--- src/rtl/threshold_monitor_pkg.sv ---
// threshold_monitor_pkg
//   Shared types and helpers for the threshold monitor.
//   - state_e   : debounce FSM states
//   - cnt_width : width of the run counter for given set/clear run lengths
package threshold_monitor_pkg;

  typedef enum logic [1:0] {
    ST_IDLE     = 2'd0,
    ST_ARMING   = 2'd1,
    ST_ALARM    = 2'd2,
    ST_CLEARING = 2'd3
  } state_e;

  // The counter must hold values up to max(set_count, clr_count).
  function automatic int cnt_width(input int set_count, input int clr_count);
    int m;
    m = (set_count > clr_count) ? set_count : clr_count;
    return (m < 2) ? 1 : $clog2(m + 1);
  endfunction

endpackage

--- src/rtl/comparator4bit.sv ---
// comparator4bit
//   Combinational unsigned magnitude compare of A against B.
//   Ports:
//     A, B  in  WIDTH  operands
//     AgtB  out 1      A >  B
//     AltB  out 1      A <  B
//     AeqB  out 1      A == B
//   Exactly one of the three flags is high at any time.
module comparator4bit #(
  parameter int WIDTH = 4
) (
  input  logic [WIDTH-1:0] A,
  input  logic [WIDTH-1:0] B,
  output logic             AgtB,
  output logic             AltB,
  output logic             AeqB
);

  always_comb begin
    AgtB = (A > B);
    AltB = (A < B);
    AeqB = (A == B);
  end

endmodule

--- src/rtl/threshold_monitor.sv ---
// threshold_monitor
//   Debounced threshold alarm. Each valid sample is compared with a
//   programmable threshold; SET_COUNT consecutive above-threshold samples
//   raise the alarm, CLR_COUNT consecutive below-threshold samples release
//   it. A sample equal to the threshold breaks an arming run and breaks a
//   clearing run (hysteresis). The largest sample seen while alarmed is
//   captured in peak.
//   Ports:
//     clk, rst      clock, asynchronous active-high reset
//     sample_valid  sample is consumed on this rising edge
//     sample        unsigned sample
//     thresh_load   load thresh_in into the threshold register
//     thresh_in     new threshold
//     alarm         high in ALARM and CLEARING (registered)
//     event_pulse   one-cycle pulse on entry to ALARM from IDLE/ARMING
//     clear_pulse   one-cycle pulse when the alarm releases to IDLE
//     peak          max sample of the current or most recent alarm
//     threshold     current threshold register
//     dbg_state     current FSM state (state_e encoding)
//   Handshake: there is no backpressure; a sample is taken on every rising
//   edge where sample_valid=1, and edges with sample_valid=0 leave the
//   state, run counter and peak untouched.
module threshold_monitor
  import threshold_monitor_pkg::*;
#(
  parameter int               WIDTH      = 4,
  parameter int               SET_COUNT  = 3,
  parameter int               CLR_COUNT  = 2,
  parameter logic [WIDTH-1:0] THRESH_RST = 4'b1000
) (
  input  logic             clk,
  input  logic             rst,
  input  logic             sample_valid,
  input  logic [WIDTH-1:0] sample,
  input  logic             thresh_load,
  input  logic [WIDTH-1:0] thresh_in,
  output logic             alarm,
  output logic             event_pulse,
  output logic             clear_pulse,
  output logic [WIDTH-1:0] peak,
  output logic [WIDTH-1:0] threshold,
  output logic [1:0]       dbg_state
);

  localparam int             CNT_W = cnt_width(SET_COUNT, CLR_COUNT);
  localparam logic [CNT_W-1:0] SET_C = CNT_W'(SET_COUNT);
  localparam logic [CNT_W-1:0] CLR_C = CNT_W'(CLR_COUNT);

  state_e             state_q, state_d;
  logic [CNT_W-1:0]   cnt_q, cnt_d, cnt_inc;
  logic               alarm_q, alarm_d;
  logic               event_q, event_d;
  logic               clear_q, clear_d;
  logic [WIDTH-1:0]   peak_q, peak_d;
  logic [WIDTH-1:0]   thresh_q, thresh_d;

  logic gt, lt, eq;

  // Compare uses the threshold register before any same-cycle load.
  comparator4bit #(.WIDTH(WIDTH)) u_cmp (
    .A    (sample),
    .B    (thresh_q),
    .AgtB (gt),
    .AltB (lt),
    .AeqB (eq)
  );

  assign cnt_inc = cnt_q + 1'b1;

  // State register
  always_ff @(posedge clk or posedge rst) begin
    if (rst) begin
      state_q  <= ST_IDLE;
      cnt_q    <= '0;
      alarm_q  <= 1'b0;
      event_q  <= 1'b0;
      clear_q  <= 1'b0;
      peak_q   <= '0;
      thresh_q <= THRESH_RST;
    end else begin
      state_q  <= state_d;
      cnt_q    <= cnt_d;
      alarm_q  <= alarm_d;
      event_q  <= event_d;
      clear_q  <= clear_d;
      peak_q   <= peak_d;
      thresh_q <= thresh_d;
    end
  end

  // Next-state logic
  always_comb begin
    state_d = state_q;
    cnt_d   = cnt_q;
    if (sample_valid) begin
      case (state_q)
        ST_IDLE: begin
          if (gt) begin
            if (SET_COUNT == 1) begin
              state_d = ST_ALARM;
              cnt_d   = '0;
            end else begin
              state_d = ST_ARMING;
              cnt_d   = CNT_W'(1);
            end
          end
        end
        ST_ARMING: begin
          if (gt) begin
            if (cnt_inc == SET_C) begin
              state_d = ST_ALARM;
              cnt_d   = '0;
            end else begin
              cnt_d   = cnt_inc;
            end
          end else if (lt || eq) begin
            state_d = ST_IDLE;
            cnt_d   = '0;
          end
        end
        ST_ALARM: begin
          if (lt) begin
            if (CLR_COUNT == 1) begin
              state_d = ST_IDLE;
              cnt_d   = '0;
            end else begin
              state_d = ST_CLEARING;
              cnt_d   = CNT_W'(1);
            end
          end
        end
        ST_CLEARING: begin
          if (lt) begin
            if (cnt_inc == CLR_C) begin
              state_d = ST_IDLE;
              cnt_d   = '0;
            end else begin
              cnt_d   = cnt_inc;
            end
          end else if (gt || eq) begin
            // Back to ALARM silently: the alarm never dropped.
            state_d = ST_ALARM;
            cnt_d   = '0;
          end
        end
        default: begin
          state_d = ST_IDLE;
          cnt_d   = '0;
        end
      endcase
    end
  end

  // Output logic (registered next cycle)
  always_comb begin
    alarm_d  = (state_d == ST_ALARM) || (state_d == ST_CLEARING);
    event_d  = 1'b0;
    clear_d  = 1'b0;
    peak_d   = peak_q;
    thresh_d = thresh_load ? thresh_in : thresh_q;

    if ((state_d == ST_ALARM) &&
        ((state_q == ST_IDLE) || (state_q == ST_ARMING))) begin
      event_d = 1'b1;
      peak_d  = sample;
    end else if (alarm_q && sample_valid && (sample > peak_q)) begin
      peak_d  = sample;
    end

    // Any release of the alarm, including ALARM->IDLE when CLR_COUNT==1.
    if ((state_d == ST_IDLE) &&
        ((state_q == ST_CLEARING) || (state_q == ST_ALARM))) begin
      clear_d = 1'b1;
    end
  end

  assign alarm       = alarm_q;
  assign event_pulse = event_q;
  assign clear_pulse = clear_q;
  assign peak        = peak_q;
  assign threshold   = thresh_q;
  assign dbg_state   = state_q;

endmodule

--- config.mk ---
export PLATFORM = sky130hd
export DESIGN_NAME = threshold_monitor
export DESIGN_NICKNAME = d
export VERILOG_FILES = /design/src/rtl/threshold_monitor_pkg.sv /design/src/rtl/comparator4bit.sv /design/src/rtl/threshold_monitor.sv
export SDC_FILE = /design/constraint.sdc
export NUM_CORES = 1
export LEC_CHECK = 0
export ABC_CLOCK_PERIOD_IN_PS = 2940
export CAP_MARGIN = 20
export CORE_UTILIZATION = 46
export CTS_CLUSTER_DIAMETER = 120
export DETAILED_ROUTE_END_ITERATION = 10
export HOLD_SLACK_MARGIN = 0.06
export PLACE_DENSITY = 0.81
export SYNTH_ARGS = -nofsm -noshare
export SYNTH_HDL_FRONTEND = slang
export SYNTH_SLANG_ARGS = --single-unit
--- constraint.sdc ---
create_clock -name clk -period 2.94 [get_ports clk]
set_input_delay 0.441 -clock clk [delete_from_list [all_inputs] [get_ports clk]]
set_output_delay 0.441 -clock clk [all_outputs]
set_load 0.02 [all_outputs]
== Word-level counts from Yosys, hierarchy flattened ==
Index checks and enable logic that the tools add are counted.

* Add/sub/neg operators: 1
* Magnitude comparators: 3
* Equal/unequal tests: 12
* Muxes and demuxes: 23
* Reduce and logical (&&, ||, !) cells: 13

{| class="wikitable"
|+ Operators by type and width
! kind !! number
|-
| $mux 2 || 17
|-
| $pmux 2 s4 || 2
|-
| $eq 2x2->1 const B || 6
|-
| $gt 4x4->1 || 2
|-
| $mux 4 || 2
|-
| $ne 3x3->1 const B || 2
|-
| $logic_or 1x1->1 || 5
|-
| $reduce_and 5->1 || 1
|-
| $eq 4x4->1 || 1
|-
| $logic_and 1x1->1 || 4
|-
| $logic_not 2->1 || 2
|-
| $lt 4x4->1 || 1
|-
| $ne 2x2->1 const B || 2
|-
| $add 2x1->2 const B || 1
|-
| $eq 2x1->1 const B || 1
|-
| $mux 1 || 2
|-
| $reduce_bool 2->1 || 1
|}

* Flip-flop bits (word level): 15
* Input bits: 12
* Output and inout bits: 13
* Logic and storage cells: 59

== Depth between registers and ports, before layout ==
Gate-level depths: netlist of the first run.

* Depth in word-level cells: 9
* Gate-level depth with buffers: 7
* Mapped depth without buffers: 7

== Hierarchy ==
From an unflattened synthesis of the first run, not the netlist that was laid out.

* Cells, all modules: 107
* Area, all modules: 1014.7 µm²

{| class="wikitable"
|+ By module, submodules not included
! module !! instances !! cells an instance !! area an instance (µm²) !! seq. area each (µm²)
|-
| threshold_monitor || 1 || 91 || 885.8 || 376.6
|-
| comparator4bit || 1 || 16 || 128.9 || 0.0
|}

== Worst setup path after synthesis of the first run ==
OpenSTA, ideal clock, no wires.

* Path kind: register to register
* Start point: register thresh_q[3] (netlist: threshold[3])
* End point: register peak_q[0] (netlist: peak[0])
* Library setup time: 0.125 ns
* Arrival: 2.089 ns
* Required time: 2.815 ns
* Slack: 0.726 ns
* Cell stages (with the launch flop): 7
* Path buffers: 0
* Period minus slack after synthesis: 2.214 ns
* Cell sequence: dfstp_2 inv_1 ha_1 a41o_1 a2111oi_4 a41oi_4 mux2_4

* Cells in the longest elaborated chain, start to end: 9
* Elaborated cells on any way between the ends: 17
* Classes of those cells: 2 x order compare; 2 x eq/ne; 9 x mux; 4 x reduce/logical

{| class="wikitable"
|+ RTL lines
! element !! line !! text
|-
| start, declared || threshold_monitor.sv:55 || <nowiki>logic [WIDTH-1:0] thresh_q, thresh_d;</nowiki>
|-
| start signal, assigned || threshold_monitor.sv:87 || <nowiki>thresh_q <= thresh_d;</nowiki>
|-
| $gt 4x4->1 (tied with other cells) || comparator4bit.sv:20 || <nowiki>AgtB = (A > B);</nowiki>
|-
| $logic_or 1x1->1, on equally long branches || threshold_monitor.sv:140, threshold_monitor.sv:116 ||
|-
| $mux 2, on equally long branches || threshold_monitor.sv:140, threshold_monitor.sv:116 ||
|-
| $mux 2, on equally long branches || threshold_monitor.sv:133, threshold_monitor.sv:109 ||
|-
| $pmux 2 s4 * || threshold_monitor.sv:96 || <nowiki>case (state_q)</nowiki>
|-
| $mux 2 * || threshold_monitor.sv:95 || <nowiki>if (sample_valid) begin</nowiki>
|-
| $eq 2x2->1 * || threshold_monitor.sv:162 || <nowiki>if ((state_d == ST_ALARM) &&</nowiki>
|-
| $logic_and 1x1->1 * || threshold_monitor.sv:162 ||
|-
| $mux 4 / $reduce_bool 2->1 (equally long branches) || -- ||
|-
| end signal, assigned || threshold_monitor.sv:86 || <nowiki>peak_q <= peak_d;</nowiki>
|-
| end, declared || threshold_monitor.sv:54 || <nowiki>logic [WIDTH-1:0] peak_q, peak_d;</nowiki>
|}

Every way passes the cells marked *; elsewhere a longest branch is shown, timed or not.
A chain may end at the register's enable or synchronous reset.

== Worst setup path after layout of the first run ==
* Start point: input sample[1]
* End point: register peak_q[1] (netlist: peak[1])

* Cells in the longest elaborated chain, start to end: 9
* Elaborated cells on any way between the ends: 20
* Classes of those cells: 3 x order compare; 2 x eq/ne; 10 x mux; 5 x reduce/logical

{| class="wikitable"
|+ RTL lines
! element !! line !! text
|-
| start, declared || threshold_monitor.sv:34 || <nowiki>input logic [WIDTH-1:0] sample,</nowiki>
|-
| $gt 4x4->1 (tied with other cells) || comparator4bit.sv:20 ||
|-
| $logic_or 1x1->1, on equally long branches || threshold_monitor.sv:140, threshold_monitor.sv:116 ||
|-
| $mux 2, on equally long branches || threshold_monitor.sv:140, threshold_monitor.sv:116 ||
|-
| $mux 2, on equally long branches || threshold_monitor.sv:133, threshold_monitor.sv:109 ||
|-
| $pmux 2 s4 || threshold_monitor.sv:96 ||
|-
| $mux 2 || threshold_monitor.sv:95 ||
|-
| $eq 2x2->1 || threshold_monitor.sv:162 ||
|-
| $logic_and 1x1->1 || threshold_monitor.sv:162 ||
|-
| $mux 4 / $reduce_bool 2->1 (equally long branches) || -- ||
|}

Several ways; a longest one is shown, not always the timed one. The select of a mux whose other input is x is not followed.

==> metrics.csv, run 1 <==
metric,value,unit
HPWL Detailed,1.41,mm
IO Port Bufs,24,
post-CTS sizing,0,
Post-CTS Setup Bufs,0,
"EDFF count, synth",0,
Netlist Area Pre-Place,888,um2
first-pass GRT wire length,2.90,mm
GPL Wtd Cong,0.757,
top-count cell post-synth,dfrtp_1,
top post-synthesis cells by area,"dfrtp_1 39%, ha_1 11%, mux2_4 6.8%",
"Avg Cell Area, Syn",11.0,um2
Worst VDD drop,0.478,mV
Ports,25,
worst hold path type,in -> async,
Post-DRT Antenna Nets,0,
Die Height,45.9,um
Worst Setup Path Type,in -> reg,
arrival time at the worst endpoint,2.54,ns
clock-pin slew on the worst setup and hold paths,0.09,ns
Critical Path Max Stage Delay,0.47,ns
fmax,423,MHz
"Core Util, Final",67.2,%
"Data required, critical path",3.11,ns
sequential share of power,37.6,%
via count,702,
CP max FO,7,
CTS tree,yes,
crit start category,input pin,
CP cell instances,clkdlybuf4s50_1 -> ha_1 -> nor2b_2 -> o211ai_2 -> a2111oi_4 -> a41oi_4 -> mux2_4,
Final Net Count,130,
clock tree root buffer cell,clkbuf_4,
largest net degree at the start of global routing,16,
CTS Hold Bufs,0,
Rows,15,
P&R area growth vs syn,33.5,%
Worst path slowest cell,clkdlybuf4s50_1,
Final Instance Count excl. Fillers,134,
vias per inst,5.24,
RSZ-0062 raised after global routing,no,
share of layout cells above drive strength 1,15.6,%
total CTS buffers,3,
total die area,2110,um2
Initial Util,50.4,%
CTS HTree Levels,1,
P_sw,333,uW
Internal,539,uW
Max transition margin,61.4,%
Clock power frac,13.4,%
vias in the first global route,680,
Tcrit/Tclk final,80.5,%
DIE WIDTH,45.9,um
Clock Latency Late Sink,0.28,ns
Final Setup Violations,0,
drt wl/cell,12.9,um
status,"finished, final reports clean",
Clock Path Buffers,2,
Gate Count Post-Synth,81,
Yosys top cell by area,dfrtp_1,
Bufs and invs on worst path,1,
Max-cap violations,0,
initial antenna violation count,0,
CTS Sinks,15,
Main synth FF type,dfrtp_1,
total grt overflow,0,
core area,1760,um2
DRT Pass-1 Iters,4,
synth unique cells,30,
PwrDens,735,nW/um2
Slew @ Worst Pin,0.578,ns
DR iter-0 viols,4,
DRC viols,0,
Area after DPL,1160,um2
share of the synthesized area in the top cell type,39.4,%
"Hold Vio Cnt, Final",0,
skew final,0.00300,ns
Place WS,0.288,ns
Synth Net Count,101,
"Worst Setup Slack, final",0.574,ns
static leakage,0.537,nW
warning count from the yosys run,0,
power share of the combinational group,49.1,%
"Slew Viols, Final",0,
Async SR Flop Fraction,100,%
Sw Ratio,38.2,%
critical path's top delay family,compound AO/OA/AOI/OAI gates,
Tot GR Track Use,19.5,%
Post-synth top cells,"14 x dfrtp_1, 10 x inv_1, 8 x ha_1",
CP endpoint kind,flip-flop,
final instance area,1190,um2
Post-Route WL,1.73,mm
Yosys reg bits,15,
ANT cells,0,
"Seq/Total Area, Yosys",42.4,%
Fin Setup TNS,0,ns
fin crit period,2.37,ns
number of placed cells counting well taps,130,
Fillers,147,
[worst paths after layout]
path,startpoint,to,slack (ns),cells past startpoint
worst max-delay path,sample[1],peak[1],0.57,7
worst min-delay path,rst,threshold[0],0.51,2
worst max register to register,threshold[3],peak[1],0.69,6
worst min register to register,threshold[3],threshold[3],0.51,2
max in group asynchronous,rst,dbg_state[1],2.05,2
min in group clk,threshold[3],threshold[3],0.51,2
[power groups by stage]
| stage | registers (mW) | clock network [mW] | logic (mW) |
|---|---|---|---|
| 2_1_floorplan | 0.377 | 0 | 0.222 |
| 6_report | 0.327 | 0.117 | 0.428 |
| 5_1_grt | 0.336 | 0.129 | 0.469 |
| 3_5_place_dp | 0.332 | 0 | 0.429 |
| 3_3_place_gp | 0.328 | 0 | 0.418 |
| 4_1_cts | 0.328 | 0.124 | 0.431 |
[metal layers]
layer | wire, um | global-route usage [%] | part of all wire (%)
met5 | 0 | 0 | 0
met4 | 18 | 10.0 | 1.0
met3 | 65 | 2.38 | 3.8
met2 | 885 | 33.5 | 51
met1 | 761 | 23.5 | 44
[worst reg2reg max path, delay by kind of cell, from the launching register on]
kind                       cells  cell delay, ns
AOI/OAI and AO/OA              3            0.90
DFF                            1            0.54
muxes                          1            0.34
adders and majority gates      1            0.32
buffers and inverters          1            0.05
[placed cells by master (no fill, tap or decap), drive strengths merged, types with 4 or more instances in the layout]
cell           synthesis  final
dfrtp                 14     14
nand2                  5      5
clkdlybuf4s50          0     24
ha                     8      8
nor2                   4      4
inv                   10     10
clkbuf                 0      4
o21ai                  7      7
mux2                   5      5
a21oi                  5      5
[cells by family (layout without fill, tap and decap cells)]
kind of cell / Yosys count / count (layout) / synth area share, %
simple gates: 20 / 20 / 11.7
flops: 15 / 15 / 42.4
fa+ha+maj: 8 / 8 / 11.3
mux: 5 / 5 / 8.03
compound gates: 23 / 23 / 22.4
buf+inv: 10 / 38 / 4.23
[state kept, by name, indices dropped and copies added (netlist names)]
name	count
peak	4
threshold	4
cnt_q	2
dbg_state	2
alarm	1
clear_pulse	1
event_pulse	1
[per-stage QoR]
stage,power (mW),hold slack (ns)
global placement,0.747,0.511
floorplan,0.599,0.342
CTS,0.883,0.520
finish,0.872,0.513
global route,0.935,0.565
detailed placement,0.761,0.506
[cell type report]
| type | count | area, um2 | area share [%] |
|---|---|---|---|
| flip-flops and latches | 15 | 377 | 31.8 |
| inverters | 10 | 37.5 | 3.16 |
| multi-input cells | 56 | 474 | 40.0 |
| clock buffers | 4 | 26.3 | 2.22 |
| repair buffers | 24 | 240 | 20.3 |
| well taps | 25 | 31.3 | 2.64 |
Note: power is estimated with default switching activity, not from simulation.
==> inputs of run 2 (changes only) <==
Settings changed: ABC_CLOCK_PERIOD_IN_PS 2940 to 2450.
Clock period 2.94 ns to 2.45 ns, I/O delays scaled along.
==> run 2 against run 1 <==
  * Clock power up 21%
  * Critical path depth is 1 lower
  * Critical path type unchanged
  * Cell count grew 3.7%
==> metrics.csv, run 2 (synthesis gave the netlist of run 1 again) <==
metric,value,unit
status,"finished, final reports clean",
Clock Path Buffers,2,
P_sw,421,uW
vias per inst,5.21,
clock tree root buffer cell,clkbuf_4,
fin crit period,2.19,ns
drt wl/cell,13.8,um
total die area,2110,um2
Bufs and invs on worst path,1,
Clock Latency Late Sink,0.28,ns
Sw Ratio,39.1,%
worst hold path type,in -> async,
PwrDens,880,nW/um2
DRT Pass-1 Iters,4,
Die Height,45.9,um
post-CTS sizing,0,
Worst VDD drop,0.552,mV
Rows,15,
Reg-to-Reg Start,threshold[3],
R2R setup slack,0.28,ns
CP max FO,4,
Hold WS,0.432,ns
initial antenna violation count,0,
arrival time at the worst endpoint,2.36,ns
Post-CTS Setup Bufs,0,
"Core Util, Final",69.4,%
RR Endpoint,peak[0],
CTS tree,yes,
CTS HTree Levels,1,
CP Launch Point,sample[3],
ANT cells,0,
GPL Wtd Cong,0.807,
CP endpoint kind,flip-flop,
Tot GR Track Use,20.7,%
DIE WIDTH,45.9,um
vias in the first global route,707,
share of layout cells above drive strength 1,19.3,%
IO Port Bufs,24,
P&R area growth vs syn,37.7,%
RSZ-0062 raised after global routing,no,
via count,724,
Worst path slowest cell,clkdlybuf4s50_1,
Post-DRT Antenna Nets,0,
clock-pin slew on the worst setup and hold paths,0.09,ns
core area,1760,um2
DR iter-0 viols,3,
Critical Path Max Stage Delay,0.46,ns
CTS Hold Bufs,0,
Initial Util,50.4,%
Tcrit/Tclk final,89.2,%
sequential share of power,36.8,%
CP cell instances,clkdlybuf4s50_1 -> ha_1 -> a41o_1 -> a2111oi_4 -> a41oi_4 -> mux2_4,
"commonest cells after routing, fill and taps aside","24 x clkdlybuf4s50_1, 14 x dfrtp_1, 10 x inv_1",
largest net degree at the start of global routing,16,
crit start category,input pin,
"Slew Viols, Final",0,
first-pass GRT wire length,3.08,mm
Max transition margin,62.7,%
Ports,25,
HPWL Detailed,1.53,mm
Final Setup Violations,0,
total grt overflow,0,
skew final,0.00149,ns
Reg2Reg Depth,6,
CTS Sinks,15,
fmax,457,MHz
total CTS buffers,3,
Post-Route WL,1.92,mm
Slew @ Worst Pin,0.558,ns
DRC viols,0,
"Data required, critical path",2.62,ns
power share of the combinational group,50.0,%
static leakage,0.561,nW
"most common cell after layout, fill and taps aside",clkdlybuf4s50_1,
critical path's top delay family,compound AO/OA/AOI/OAI gates,
"Hold Vio Cnt, Final",0,
Max-cap violations,0,
Clock power frac,13.2,%
Worst Setup Path Type,in -> reg,
Internal,655,uW
Final Net Count,135,
## run 2: worst max-delay path by stage
stage,to,slack (ns),depth (start not counted)
6_report,peak[0],0.26,6
5_1_grt,peak[3],0.19,6
4_1_cts,peak[3],0.27,6
3_5_place_dp,peak[0],-0.03,6
3_3_place_gp,peak[0],0.004,6
2_1_floorplan,peak[0],0.24,6
## run 2: worst reg2reg max path, stage by stage (launching register included)
cell and delay [ns]:
dfstp_2 0.54, inv_1 0.05, ha_1 0.33, a41o_1 0.31, a2111oi_4 0.41, a41oi_4 0.10
mux2_4 0.34
## run 2: per-stage QoR
stage | std cells | power (mW) | TNS [ns] | cell area (um2) | setup slack, ns
2_1_floorplan | 81 | 0.719 | 0 | 888 | 0.236
3_3_place_gp | 135 | 0.902 | 0 | 1200 | 0.00375
3_5_place_dp | 135 | 0.936 | -0.102 | 1200 | -0.0303
4_1_cts | 139 | 1.08 | 0 | 1220 | 0.267
5_1_grt | 139 | 1.15 | 0 | 1220 | 0.191
6_report | 139 | 1.08 | 0 | 1220 | 0.264
## run 2: area by class of cell
class                           count  area, um2
Fill cell                         156        541
Sequential cell                    15        377
Timing Repair Buffer               29        278
Multi-Input combinational cell     56        474
Clock buffer                        4       26.3
Inverter                           10       37.5
Tap cell                           25       31.3
## run 2: per-layer routing
metal	vias up	GRT usage, %	routed length [um]
met5	-	0	0
met4	0	7.06	25
met3	4	3.57	65
met2	17	38.6	1020
met1	347	23.2	815
li1	356	-	-
## run 2: power by group through the flow
stage / sequential (mW) / clock [mW] / combinational (mW)
CTS: 0.395 / 0.144 / 0.539
global route: 0.408 / 0.157 / 0.581
floorplan: 0.452 / 0 / 0.267
finish: 0.396 / 0.142 / 0.539
global placement: 0.393 / 0 / 0.510
detailed placement: 0.400 / 0 / 0.536
==> inputs of run 3 (changes only) <==
Settings changed: ABC_CLOCK_PERIOD_IN_PS 2450 to unset, CTS_CLUSTER_DIAMETER 120 to 100.
==> results of run 3 <==
No change in the layout: final DEF, timing and power equal those of run 2.
